`src/rtl/pb_pkg.sv`:
```
// pb_pkg: shared constants for the pushbutton pulse generator
package pb_pkg;
    localparam int DB_CYCLES_DEFAULT = 4;
    localparam int STAT_L   = 0;
    localparam int STAT_R   = 1;
    localparam int STAT_TIE = 2;
    localparam int STAT_EN  = 3;
endpackage

```
`src/rtl/pb_debounce.sv`:
```
// pb_debounce: 2-flop synchroniser, debounce counter and press-event detect
module pb_debounce #(
    parameter int DB_CYCLES = 4,
    parameter int CNT_W     = $clog2(DB_CYCLES)
) (
    input  logic clk,
    input  logic rst,
    input  logic raw,
    output logic stable,
    output logic evt
);
    logic s1, s2;
    logic [CNT_W-1:0] cnt;
    logic term;
    assign term = cnt == CNT_W'(DB_CYCLES - 1);
    // only a debounced rising level is a press; releases are silent
    assign evt = (s2 != stable) & term & s2;
    always_ff @(posedge clk) begin
        if (rst) begin
            s1     <= 1'b0;
            s2     <= 1'b0;
            stable <= 1'b0;
            cnt    <= '0;
        end else begin
            s1 <= raw;
            s2 <= s1;
            if (s2 == stable) cnt <= '0;
            else if (term) begin
                stable <= s2;
                cnt    <= '0;
            end else cnt <= cnt + CNT_W'(1);
        end
    end
endmodule

```
`src/rtl/pb_pulse_gen.sv`:
```
// pb_pulse_gen: debounced, arbitrated single-cycle step pulses from two pushbuttons
module pb_pulse_gen
    import pb_pkg::*;
#(
    parameter int DB_CYCLES = DB_CYCLES_DEFAULT,
    parameter int CNT_W     = $clog2(DB_CYCLES)
) (
    input  logic       clk,
    input  logic       rst,
    input  logic       pbl_raw,
    input  logic       pbr_raw,
    input  logic       en,
    output logic       pbl,
    output logic       pbr,
    output logic       tie,
    output logic [3:0] status
);
    logic stable_l, stable_r, evt_l, evt_r, tie_sticky;
    pb_debounce #(.DB_CYCLES(DB_CYCLES), .CNT_W(CNT_W)) u_db_l (
        .clk(clk), .rst(rst), .raw(pbl_raw), .stable(stable_l), .evt(evt_l)
    );
    pb_debounce #(.DB_CYCLES(DB_CYCLES), .CNT_W(CNT_W)) u_db_r (
        .clk(clk), .rst(rst), .raw(pbr_raw), .stable(stable_r), .evt(evt_r)
    );
    // simultaneous presses cancel into a tie instead of a step
    always_ff @(posedge clk) begin
        if (rst) begin
            pbl        <= 1'b0;
            pbr        <= 1'b0;
            tie        <= 1'b0;
            tie_sticky <= 1'b0;
        end else begin
            pbl        <= en & evt_l & ~evt_r;
            pbr        <= en & evt_r & ~evt_l;
            tie        <= en & evt_l & evt_r;
            tie_sticky <= tie_sticky | (en & evt_l & evt_r);
        end
    end
    always_comb begin
        status           = '1;
        status[STAT_L]   = ~stable_l;
        status[STAT_R]   = ~stable_r;
        status[STAT_TIE] = ~tie_sticky;
        status[STAT_EN]  = en;
    end
endmodule

```
`config.mk`:
```
export PLATFORM = sky130hd
export DESIGN_NAME = pb_pulse_gen
export DESIGN_NICKNAME = d
export VERILOG_FILES = /design/src/rtl/pb_pkg.sv /design/src/rtl/pb_debounce.sv /design/src/rtl/pb_pulse_gen.sv
export SDC_FILE = /design/constraint.sdc
export NUM_CORES = 1
export LEC_CHECK = 0
export ABC_AREA = 1
export BUFFER_PORTS_ARGS = -buffer_cell sky130_fd_sc_hd__buf_2
export CAP_MARGIN = 20
export CORE_AREA = 5 5 42 44
export DETAILED_ROUTE_END_ITERATION = 8
export DIE_AREA = 0 0 47 49
export HOLD_SLACK_MARGIN = 0.15
export PLACE_DENSITY = 0.71
export SKIP_LAST_GASP = 1
export SYNTH_ARGS = -nofsm -noshare
export SYNTH_HDL_FRONTEND = slang
export SYNTH_HIERARCHICAL = 1
export SYNTH_SLANG_ARGS = --single-unit
```
`constraint.sdc`:
```
create_clock -name clk -period 2.7 [get_ports clk]
set_input_delay 0.135 -clock clk [delete_from_list [all_inputs] [get_ports clk]]
set_output_delay 0.135 -clock clk [all_outputs]
set_load 0.02 [all_outputs]
```
== Yosys cells after proc, flatten, opt, wreduce, memory -nomap -nowiden ==
Index checks and enable logic that the tools add are counted.

* Flip-flop bits (word level): 14
* Bits in writable memories: 0
* Memory bits (read-only): 0
* Word-level logic and storage cells: 41
* Memories: 0
* Latch bits: 0
* Input bits: 5

* Magnitude comparators: 0
* Multiplexer cells: 0
* Equal/unequal tests: 6
* Divide/modulo/power cells: 0
* Reductions and logical operators: 4
* $mul: 0
* Bitwise logic cells: 17
* $add $sub $neg: 2
* Shift operators: 0

{| class="wikitable"
|+ Operators with widths
! operator !! count
|-
| AND 1 bit || 9
|-
| inverter 1 bit || 7
|-
| OR reduction 3 bit || 2
|-
| adder 2 x 1 -> 2 bit, second input constant || 2
|-
| equality test 2 bit, second input constant || 2
|-
| AND reduction 2 bit || 2
|-
| equality test 1 bit || 2
|-
| inequality test 1 bit || 2
|-
| OR 1 bit || 1
|}

== Logic depth before layout (Yosys ltp) ==
* Depth in word-level cells: 6
* Mapped depth: 6
* Gate-level depth less buffers: 6

== By module ==
The synthesis kept the hierarchy.

{| class="wikitable"
|+ Modules (own cells, without submodules)
! module !! times used !! cells an instance !! seq. area each (um^2) !! area each (um^2)
|-
| pb_debounce || 2 || 23 || 100.1 || 190.2
|-
| pb_pulse_gen || 1 || 20 || 80.1 || 146.4
|}

== Worst setup path after synthesis ==
Ideal clock, no wire load.

* Path kind: register -> register
* Start: register u_db_r.cnt[0]
* End: register tie_sticky
* Required time: 2586 ps
* Arrival: 934 ps
* Slack: 1652 ps
* Cell stages (with the launch flop): 7
* Setup time: 114 ps
* Period minus slack after synthesis: 1048 ps
* Cell sequence: dfxtp_1 -> ha_1 -> and3_2 -> nand2_1 -> inv_1 -> nand2_1 -> nand2_1

* Cells in the longest elaborated chain, start to end: 5

{| class="wikitable"
|+ RTL lines
! item !! line !! text
|-
| start: declaration || pb_debounce.sv:13 || <nowiki>logic [CNT_W-1:0] cnt;</nowiki>
|-
| start signal: assignment || pb_debounce.sv:31 || <nowiki>end else cnt <= cnt + CNT_W'(1);</nowiki>
|-
| equality test 2 bit || pb_debounce.sv:15 || <nowiki>assign term = cnt == CNT_W'(DB_CYCLES - 1);</nowiki>
|-
| AND 1 bit (2 in a row) || pb_debounce.sv:17 || <nowiki>assign evt = (s2 != stable) & term & s2;</nowiki>
|-
| via evt_r || pb_pulse_gen.sv:18 || <nowiki>logic stable_l, stable_r, evt_l, evt_r, tie_sticky;</nowiki>
|-
| AND 1 bit || pb_pulse_gen.sv:36 || <nowiki>tie_sticky <= tie_sticky | (en & evt_l & evt_r);</nowiki>
|-
| OR 1 bit || pb_pulse_gen.sv:36 ||
|-
| end signal: assignment || pb_pulse_gen.sv:36 ||
|-
| end: declaration || pb_pulse_gen.sv:18 ||
|}

The timed path passes the listed nets, and every way through them passes these cells.
A chain may end at the register's enable or synchronous reset.

== Final worst setup path ==
Ends and elaborated chain as after synthesis.

==> key figures <==
Drt
  – Via density: 4.06
  – Final wirelength: just under 800 um
  – DR WL/cell: 7.83 um
  – Post-DRT Antenna Nets: 0
  – DRC: 0
  – Initial DRC count: 2
  – Via count: 402
  – DRT Pass-1 Iters: 2

Power and ir drop
  – Switching part of the total power: 20.3%
  – Peak VDD IR: between 0.3 and 0.4 mV
  – P_int: 0.300 mW
  – Pleak: 0.329 nW
  – PD cells: around 570 mW/mm^2
  – Clk pwr share: 39.0%
  – Sw Pwr: 0.0763 mW
  – Comb power frac: 4.7%
  – Flop pwr share: 56.3%
  – Final Power: ~0.38 mW

STA
  – Final Hold Vio Count: 0
  – Fmax: roughly 900 MHz
  – Slew HR: 85.5%
  – RSZ-0062 raised after global routing: no
  – Final min period: 1.11 ns
  – Layout Skew: 0.00316 ns
  – Worst Tran Pin Value: 0.217 ns
  – Post-route setup slack: approximately 1.6 ns
  – Smallest hold slack: 0.177 ns
  – Final setup violation count: 0
  – Ratio of final minimum period to clock period: 41.0%
  – Post-Route Setup TNS: 0 ns
  – Final slew viol count: 0

CTS
  – Clock sink count: 14
  – Clock slew at reported path FFs: 0.08 ns
  – Root Driver: clkbuf_4
  – CTS tree: yes
  – Setup Buffers After CTS: 0
  – Clk_lat worst skew: about 0.27 ns
  – CTS Buf Count: 3
  – CTS Buffer Depth: 2
  – H-tree Lvls: 1

GRT
  – Grt total ovfl: 0
  – First-pass GRT wire length: 1200 um
  – Vias in the first global route: 324
  – Largest net degree at the start of global routing: 13
  – GRT Total Usage: 7.03%
  – Initial antenna violation count: 0

Worst setup path
  – FF-to-FF End: tie_sticky$_SDFF_PP0_
  – Slowest stage cell on the critical path: dfxtp_1
  – Reg2reg start: u_db_r/cnt[0]$_SDFF_PP0_
  – Critical Path Most Common Cell: nand2_1
  – R2r setup slk: 1.59 ns
  – CP startpoint kind: register
  – Crit path kind: register to register
  – Reg2reg path depth: 6
  – Worst-path maximum fanout: 3
  – Worst EP arrival: about 1.3 ns
  – CP required: 2.87 ns
  – Worst path cell trace: ha_1 > and3_2 > nand2_1 > inv_1 > nand2_1 > nand2_1
  – CP peak stage delay: 0.32 ns
  – CP endpoint kind: register

Logic synthesis
  – Sequential-to-total area share from yosys stat: about 53%
  – Post-Syn Area per Cell: 7.98 um^2
  – Post-synth top area cell: dfxtp_1
  – Synth Net Count: 73
  – Post-synth cell types: 11
  – Ys Warns: 6
  – Number of synthesized register bits: 14
  – Synthesized area: 527 um^2
  – Synth top area cells: dfxtp_1 (53%), inv_1 (12%), nand2_1 (9.3%), nor2_1 (6.4%), ha_1 (4.8%)
  – Cells after Synth: 66
  – Top cell type's share of synthesized area: 53.2%

Floorplan
  – Die Wd: 47 um
  – # IOs: 12
  – Initial core utilization: 37.6%
  – Die area: 0.00230 mm^2
  – Die height: approximately 49 um
  – Row cnt: 14
  – CORE AREA: about 0.0014 mm^2

Placement
  – RD Place Congestion: 0.650
  – Inst Count DP: 92
  – Detailed placement HPWL: 580 um
  – Worst slack after detailed placement: 1.60 ns
  – Buffers on Ports: 11
  – Area post-placement: 594 um^2

Job
  – Max-Cap Viols: 0

Min path
  – HP Class: input port to register
  – WHS Endpoint: u_db_l/s1$_SDFF_PP0_
  – Hold path cells: 2
  – Hold Crit Start: rst

Final layout
  – Commonest non-fill, non-tap cells in the layout: inv_1 (17), dfxtp_1 (14), nand2_1 (13)
  – Finished Cell Area: 661 um^2
  – Antenna Cells: 0
  – Most common cell after layout, fill and taps aside: inv_1
  – Fin util: 47.1%
  – Area Growth Syn to Fin: 25.4%
  – Finished Layout Cells: 99
  – Layout cells sized above 1: 25.3%
  – Fillers: 141
  – Nets: 91

Status
  – Status: completed
-- worst max-delay path: cells and delay by family (launching register included) --
family        cells  cell delay, ns
simple gates      4            0.43
flops             1            0.32
fa+ha+maj         1            0.23
buf+inv           1            0.04
-- cell families after synthesis --
family	after synthesis	share of synthesized area [%]
AND/OR/NAND/NOR	30	26.6
AO/OA/AOI/OAI	2	1.90
buffers and inverters	18	13.5
flip-flops	14	53.2
adder cells (fa/ha/maj)	2	4.75
-- final cells by class --
type	instances	area, um^2	area share, %
Sequential cell	14	280	42.4
Multi-Input combinational cell	34	175	26.5
Timing Repair Buffer	14	85.1	12.9
Inverter	17	63.8	9.66
Clock buffer	4	36.3	5.49
Tap cell	16	20.0	3.03
-- power groups by stage --
stage	sequential [mW]	combinational, mW	clock [mW]
final	0.212	0.0177	0.147
after CTS	0.212	0.0181	0.151
after global routing	0.212	0.0201	0.162
after global placement	0.217	0.0141	0
after floorplan	0.216	0.00860	0
after detailed placement	0.217	0.0147	0
-- worst max path at each step --
stage | end | startpoint | cells after the start | slack (ns)
CTS | tie_sticky$_SDFF_PP0_ | u_db_r/cnt[0]$_SDFF_PP0_ | 6 | 1.59
global placement | tie_sticky$_SDFF_PP0_ | u_db_r/cnt[0]$_SDFF_PP0_ | 6 | 1.63
detailed placement | tie_sticky$_SDFF_PP0_ | u_db_r/cnt[0]$_SDFF_PP0_ | 6 | 1.60
finish | tie_sticky$_SDFF_PP0_ | u_db_r/cnt[0]$_SDFF_PP0_ | 6 | 1.59
floorplan | tie_sticky$_SDFF_PP0_ | u_db_r/cnt[0]$_SDFF_PP0_ | 6 | 1.65
global route | tie_sticky$_SDFF_PP0_ | u_db_r/cnt[0]$_SDFF_PP0_ | 6 | 1.51
-- per-layer routing --
layer / wire, um / vias up / track usage [%]
li1: - / 224 / -
met5: 0 / - / 0
met2: 358 / 7 / 10.2
met1: 356 / 169 / 8.78
met3: 48 / 2 / 2.21
met4: 10 / 0 / 4.15
-- Yosys cell counts --
library cell / instances
buf_4: 1
inv_1: 17
o21ai_0: 2
nor2_1: 9
dfxtp_1: 14
nor3_1: 2
nand3_2: 2
nor2_2: 2
and3_2: 2
ha_1: 2
nand2_1: 13
-- flip-flops by register name, indices dropped and copies added (netlist names) --
signal / flops
pbl: 1
pbr: 1
tie: 1
tie_sticky: 1
u_db_l/cnt: 2
u_db_l/s1: 1
u_db_l/s2: 1
u_db_l/stable: 1
u_db_r/cnt: 2
u_db_r/s1: 1
u_db_r/s2: 1
u_db_r/stable: 1
-- what timing repair did --
action | in CTS | in global routing
resized for setup | 0 | 0
setup endpoints to repair | 0 | 0
endpoints found under the hold margin | 4 | 0
hold buffers | 3 | 0
Power figures use the tool's default switching activity.
